--- src/rtl/pipe_valid_tracker.sv ---
// Per-stage valid tracker for the in-order pipeline: bubbles on stall, flushes on redirect/exception, counts retirements.
// Optional perf counters (bubble_cnt, flush_cnt) are built only when PIPE_VALID_PERF_EN is defined.

module pvt_stage #(
  parameter int IDX         = 1,
  parameter int STALL_STAGE = 1,
  parameter int BR_STAGE    = 2
) (
  input  logic clk,
  input  logic rst,
  input  logic exc_flush,
  input  logic redirect,
  input  logic stall,
  input  logic prev,
  output logic vld
);
  localparam bit KILL_ON_REDIR   = (IDX <= BR_STAGE);
  localparam bit HOLD_ON_STALL   = (IDX <= STALL_STAGE);
  localparam bit BUBBLE_ON_STALL = (IDX == STALL_STAGE + 1);

  always_ff @(posedge clk) begin
    if (rst)            vld <= 1'b0;
    else if (exc_flush) vld <= 1'b0;
    else if (redirect)  vld <= KILL_ON_REDIR ? 1'b0 : prev;
    else if (stall) begin
      if (HOLD_ON_STALL)        vld <= vld;
      else if (BUBBLE_ON_STALL) vld <= 1'b0;
      else                      vld <= prev;
    end
    else                vld <= prev;
  end
endmodule

module pipe_valid_tracker #(
  parameter int STAGES      = 5,
  parameter int STALL_STAGE = 1,
  parameter int BR_STAGE    = 2,
  parameter int PC_W        = 32,
  parameter int INST_BYTES  = 4,
  parameter int CNT_W       = 32
) (
  input  logic              clk,
  input  logic              rst,
  input  logic              stall,
  input  logic              fetch_valid,
  input  logic [PC_W-1:0]   pc_cur,
  input  logic [PC_W-1:0]   pc_next,
  input  logic              br_req,
  input  logic              exc_flush,
  output logic              redirect,
  output logic [STAGES-2:0] stage_valid,
  output logic              retire,
  output logic [CNT_W-1:0]  retire_cnt,
  output logic [CNT_W-1:0]  bubble_cnt,
  output logic [CNT_W-1:0]  flush_cnt
);
  if (STAGES < 3 || STAGES > 16) begin : g_bad_stages
    $error("pipe_valid_tracker: STAGES must be 3..16");
  end
  if (STALL_STAGE < 1 || STALL_STAGE > STAGES-2) begin : g_bad_stall
    $error("pipe_valid_tracker: STALL_STAGE must be 1..STAGES-2");
  end
  if (BR_STAGE < STALL_STAGE || BR_STAGE > STAGES-2) begin : g_bad_br
    $error("pipe_valid_tracker: BR_STAGE must be STALL_STAGE..STAGES-2");
  end

  // pc_next == pc_cur under stall is IF holding its PC, not a jump
  logic [PC_W-1:0] pc_seq;
  assign pc_seq   = pc_cur + PC_W'(INST_BYTES);
  assign redirect = ((pc_next != pc_seq) && !((pc_next == pc_cur) && stall)) ||
                    (br_req && stage_valid[BR_STAGE-1]);

  logic [STAGES-2:0] chain;
  assign chain = {stage_valid[STAGES-3:0], fetch_valid};

  for (genvar k = 1; k < STAGES; k++) begin : g_stg
    pvt_stage #(.IDX(k), .STALL_STAGE(STALL_STAGE), .BR_STAGE(BR_STAGE)) u_stg (
      .clk       (clk),
      .rst       (rst),
      .exc_flush (exc_flush),
      .redirect  (redirect),
      .stall     (stall),
      .prev      (chain[k-1]),
      .vld       (stage_valid[k-1])
    );
  end

  assign retire = stage_valid[STAGES-2];

  // last-stage instruction commits even on a flushing edge
  always_ff @(posedge clk) begin
    if (rst)         retire_cnt <= '0;
    else if (retire) retire_cnt <= retire_cnt + CNT_W'(1);
  end

`ifdef PIPE_VALID_PERF_EN
  logic [CNT_W-1:0] bubble_q, flush_q;
  always_ff @(posedge clk) begin
    if (rst) begin
      bubble_q <= '0;
      flush_q  <= '0;
    end else begin
      if (!retire)                bubble_q <= bubble_q + CNT_W'(1);
      if (exc_flush || redirect)  flush_q  <= flush_q + CNT_W'(1);
    end
  end
  assign bubble_cnt = bubble_q;
  assign flush_cnt  = flush_q;
`else
  assign bubble_cnt = '0;
  assign flush_cnt  = '0;
`endif

endmodule

--- config.mk ---
export PLATFORM = sky130hd
export DESIGN_NAME = pipe_valid_tracker
export DESIGN_NICKNAME = d
export VERILOG_FILES = /design/src/rtl/pipe_valid_tracker.sv
export SDC_FILE = /design/constraint.sdc
export NUM_CORES = 1
export LEC_CHECK = 0
export BUFFER_PORTS_ARGS = -buffer_cell sky130_fd_sc_hd__buf_4
export CAP_MARGIN = 20
export CORE_UTILIZATION = 42
export CTS_CLUSTER_SIZE = 16
export DETAILED_ROUTE_END_ITERATION = 8
export PLACE_DENSITY = 0.79
export SLEW_MARGIN = 10
export SYNTH_ARGS = -nofsm -noshare
export SYNTH_HDL_FRONTEND = slang
export SYNTH_SLANG_ARGS = --single-unit
--- constraint.sdc ---
create_clock -name clk -period 2.7 [get_ports clk]
set_input_delay 0.135 -clock clk [delete_from_list [all_inputs] [get_ports clk]]
set_output_delay 0.135 -clock clk [all_outputs]
set_load 0.02 [all_outputs]
After elaboration in Yosys (flattened, before gate mapping)
Index checks and enable logic that the tools add are counted.
{"block": "op_classes", "n_mux": 0, "n_bitwise": 0, "div": 0, "n_addsub": 2, "n_reduce_logical": 8, "eq_ne": 2, "shift": 0, "multipliers": 0, "magnitude_cmp": 0}
{"operator": "32-bit by 1-bit adder with 32-bit output (second input constant)", "count": 1}
{"operator": "32-bit by 3-bit adder with 32-bit output (second input constant)", "count": 1}
{"operator": "32-bit equality test", "count": 1}
{"operator": "32-bit != test", "count": 1}
{"operator": "4-bit OR reduction", "count": 1}
{"operator": "1-bit logical AND", "count": 3}
{"operator": "3-bit OR reduction", "count": 1}
{"operator": "2-bit OR reduction", "count": 1}
{"operator": "1-bit logical NOT", "count": 1}
{"operator": "1-bit logical OR", "count": 1}
{"block": "totals", "ff_bits": 36, "input_bits": 70, "latch_bits": 0, "word_cells": 17, "n_memories": 0, "mem_bits_rw": 0, "mem_bits_ro": 0}

Depth between registers and ports, before layout
{"block": "depth", "depth_word": 6, "ltp_mapped": 10}

Cells and area by module
A second synthesis with hierarchy kept.
{"block": "hier_totals", "hier_cells": 408, "hier_area_um2": 3286.9}
{"mod": "pipe_valid_tracker", "cells_per_inst": 398, "n_inst": 1, "seq_area_each_um2": 640.6, "area_per_inst_um2": 3140.5}
{"mod": "pvt_stage at g_stg[3].u_stg ...", "cells_per_inst": 2, "n_inst": 2, "seq_area_each_um2": 20.0, "area_per_inst_um2": 32.5}
{"mod": "pvt_stage at g_stg[1].u_stg", "cells_per_inst": 3, "n_inst": 1, "seq_area_each_um2": 20.0, "area_per_inst_um2": 42.5}
{"mod": "pvt_stage at g_stg[2].u_stg", "cells_per_inst": 3, "n_inst": 1, "seq_area_each_um2": 20.0, "area_per_inst_um2": 38.8}

Worst setup path before layout
OpenSTA, ideal clock, no wires.
{"block": "synth_timing", "path_kind": "input to output", "startpoint": "in pc_cur[8]", "endpoint": "out redirect", "path_slack_ps": 178, "cell_stages": 9, "path_buffers": 1, "required_ps": 2565, "arrival_ps": 2387, "cell_sequence": "buf_2 -> nand4_4 -> or4_4 -> a222oi_1 -> nand4b_1 -> nor4_1 -> o2111ai_1 -> o41ai_2 -> inv_1"}
{"block": "synth_via", "elab_chain_len": 5, "elab_cells_between_ends": 7, "cone_classes": "add/sub (1); eq/ne (2); reduce/logical (4)"}
{"element": "from (decl)", "line_no": "46", "source": "input logic [PC_W-1:0] pc_cur,"}
{"element": "branches (longest 3 deep; another with 32-bit by 3-bit adder with 32-bit output)"}
{"element": "1-bit logical AND *", "line_no": "70", "source": "assign redirect = ((pc_next != pc_seq) && !((pc_next == pc_cur) && stall)) ||"}
{"element": "1-bit logical OR *", "line_no": "70"}
{"element": "to (decl)", "line_no": "50", "source": "output logic redirect,"}
Every way passes the cells marked *.

Final worst setup path
{"block": "layout_timing", "startpoint": "in pc_cur[9]", "endpoint": "out redirect"}
The elaborated chain is that of the path after synthesis.

==> impl_metrics.py <==
metrics = {
    "status": {
        "outcome": "complete, no violations",
    },
    "route": {
        "wl_um": 8420,
        "wl_per_cell_um": 12.9,
        "via_per_inst": 4.97,
        "ant_nets": 0,
        "via_count": 3247,
        "post-route-drc-count": 0,
        "drtIter0Drc": 112,
        "drt-pass1-iter-count": 4,
    },
    "sta": {
        "timing.final.ws_setup_ns": 0.138,
        "rsz0062_at_grt": "no",
        "setup_viol": 0,
        "period_needed_ns": 2.56,
        "finalHoldViolCount": 0,
        "relSlewSlack": 0.640,
        "period_share": 0.949,
        "worstMarginPinSlew_ns": 0.535,
        "max_freq_mhz": 390,
        "worst_clock_skew_ns": 0.00486,
        "report.final.slew_viol_count": 0,
    },
    "clocking": {
        "cts_inserted_buffers": 5,
        "cts_setup_buffers": 0,
        "holdBufCountCts": 0,
        "clockBufferDepth": 2,
        "cts_tree": "yes",
        "insertion_delay_ns": 0.29,
        "cts-root-buf": "clkbuf_8",
        "clock-sinks": 36,
        "htreeDepth": 2,
        "clk_pin_slew_ns": 0.07,
    },
    "global_route": {
        "grt_max_degree": 34,
        "grtUsageMet3": 0.0379,
        "grt_pass1_wl_um": 13100,
        "grt_util_met2": 0.382,
        "busiest_layer": "met2",
        "grt_pass1_vias": 2979,
        "grt_overflow": 0,
        "met1_usage": 0.231,
        "grtUsageTotal": 0.207,
        "antenna_found_initial": 0,
    },
    "critical_path": {
        "cp-start-kind": "input pin",
        "end_kind": "output pin",
        "arrival_ns": 2.43,
        "crit_path_max_fanout": 4,
        "crit_required_ns": 2.57,
        "crit_type": "input pin to output pin",
    },
    "placed_design": {
        "portBuffers": 107,
        "hpwl_um": 7010,
        "place_ws_ns": -0.0783,
        "gp_congestion": 0.942,
    },
    "final_layout": {
        "final_util": 0.571,
        "finalNetCount": 625,
        "syn2layout_area_growth_pct": 30.1,
        "drive_gt1_frac": 0.285,
        "num_antenna_cells": 0,
        "fillers": 676,
        "most-common-layout-cells": "buf_4, conb_1, nor2_1",
        "ff_latch_area_sq_um": 721,
        "multiInputGateArea_sq_um": 2170,
        "final_common_cell": "buf_4",
    },
    "logic_synthesis": {
        "synth-seq-cells": 36,
        "synth-edff-count": 0,
        "async_flop_share": 0,
        "ys_warn_count": 0,
        "syn_inst": 426,
        "ys.flop_type": "dfxtp_1",
        "syn_area_per_cell_sq_um": 7.55,
        "seq_area_frac_synth": 0.224,
        "netlist_area_sq_um": 3220,
        "ys_types": 49,
    },
    "worst_hold_path": {
        "min_path_type": "input pin to register",
    },
    "power": {
        "ir_worst_vdd_uv": 238,
        "leakage_nw": 1.77,
        "power_density_nw_per_um2": 332,
    },
    "floorplanning": {
        "fp.dieArea_sq_um": 8020,
        "dieWidth_um": 89.5,
        "die_height_um": 89.5,
        "design.core.area_sq_um": 7330,
        "initial_core_util": 0.439,
        "num_rows": 31,
        "io_pins": 172,
    },
    "flow_run": {
        "maxCapViolations": 0,
    },
}
## what timing repair did
item                       in CTS  in global routing
setup endpoints to repair       1                  1
pin swaps                       1                  3
gates resized for setup         1                  6
## state kept, by name, summed over array words and instances (netlist names)
| register | flops |
|---|---|
| retire_cnt | 32 |
| g_stg.u_stg.vld | 4 |
## critical path: stages
cell	delay, ns
buf_4	0.12
buf_4	0.14
or3b_2	0.43
o2111ai_1	0.10
o211ai_1	0.12
a211o_1	0.33
nor4_2	0.34
o2111ai_1	0.18
o41ai_2	0.29
inv_1	0.07
buf_4	0.16
## path summary, 6_finish.rpt
check	start	to	slack, ns	depth (start not counted)
setup reg to reg	retire_cnt[0]	retire_cnt[28]	0.26	8
hold / removal	stall	g_stg[2].u_stg.vld	0.17	2
setup / recovery	pc_cur[9]	redirect	0.14	11
hold reg to reg	g_stg[3].u_stg.vld	g_stg[4].u_stg.vld	0.46	1
## cells by family after synthesis
logic type / synth area share
AOI/OAI and AO/OA: 0.0817
xor gates and xnor gates: 0.180
adders and majority gates: 0.00777
buffers and inverters: 0.184
DFF: 0.224
muxes: 0.0159
other: 0.00117
and+or+nand+nor: 0.306
## routing by layer
metal | vias to the layer above | wire length, um
met1 | 1461 | 3350
met4 | 0 | 262
met3 | 23 | 578
met2 | 158 | 4230
met5 | - | 0
li1 | 1605 | -
## power breakdown
group             switching [mW]  internal [mW]  total [mW]
clock                      0.196          0.273       0.469
sequential     0.000000000000793          0.531       0.531
combinational              0.233          0.157       0.390
total                      0.429          0.961        1.39
## metrics by stage
step	cells	hold WS [ns]	TNS [ns]	cell area [sq um]	total power, mW
final	653	0.166	0	4190	1.39
after detailed placement	645	0.453	-0.181	4050	0.925
after CTS	653	0.167	0	4160	1.39
after global routing	653	0.180	0	4190	1.45
after floorplan	489	0.349	0	3450	0.831
after global placement	645	0.469	-0.117	4050	0.923
## synthesized netlist by cell type, drive strengths merged (3+ instances only)
cell,number,area [sq um]
a21oi,11,55.1
a31oi,4,25.0
and2,5,31.3
and3,5,31.3
and4,4,36.3
buf,69,515
clkbuf,10,38.8
dfxtp,36,721
inv,10,37.5
mux2i,4,40.0
nand2,30,113
nand2b,3,18.8
nand3,30,150
nand3b,4,30.0
nand4,19,134
nor2,47,176
nor3,8,40.0
nor4,13,81.3
o211ai,3,22.5
o21ai,10,50.1
or3,8,50.1
xnor2,41,359
xor2,25,219
## layout make-up
type / count / area share
flip-flops and latches: 36 / 0.172
clock inverters: 3 / 0.0102
repair buffers: 136 / 0.244
multi-input cells: 364 / 0.519
well taps: 99 / 0.0296
clock buffers: 5 / 0.0164
inverters: 10 / 0.00897
Power figures use the tool's default switching activity.
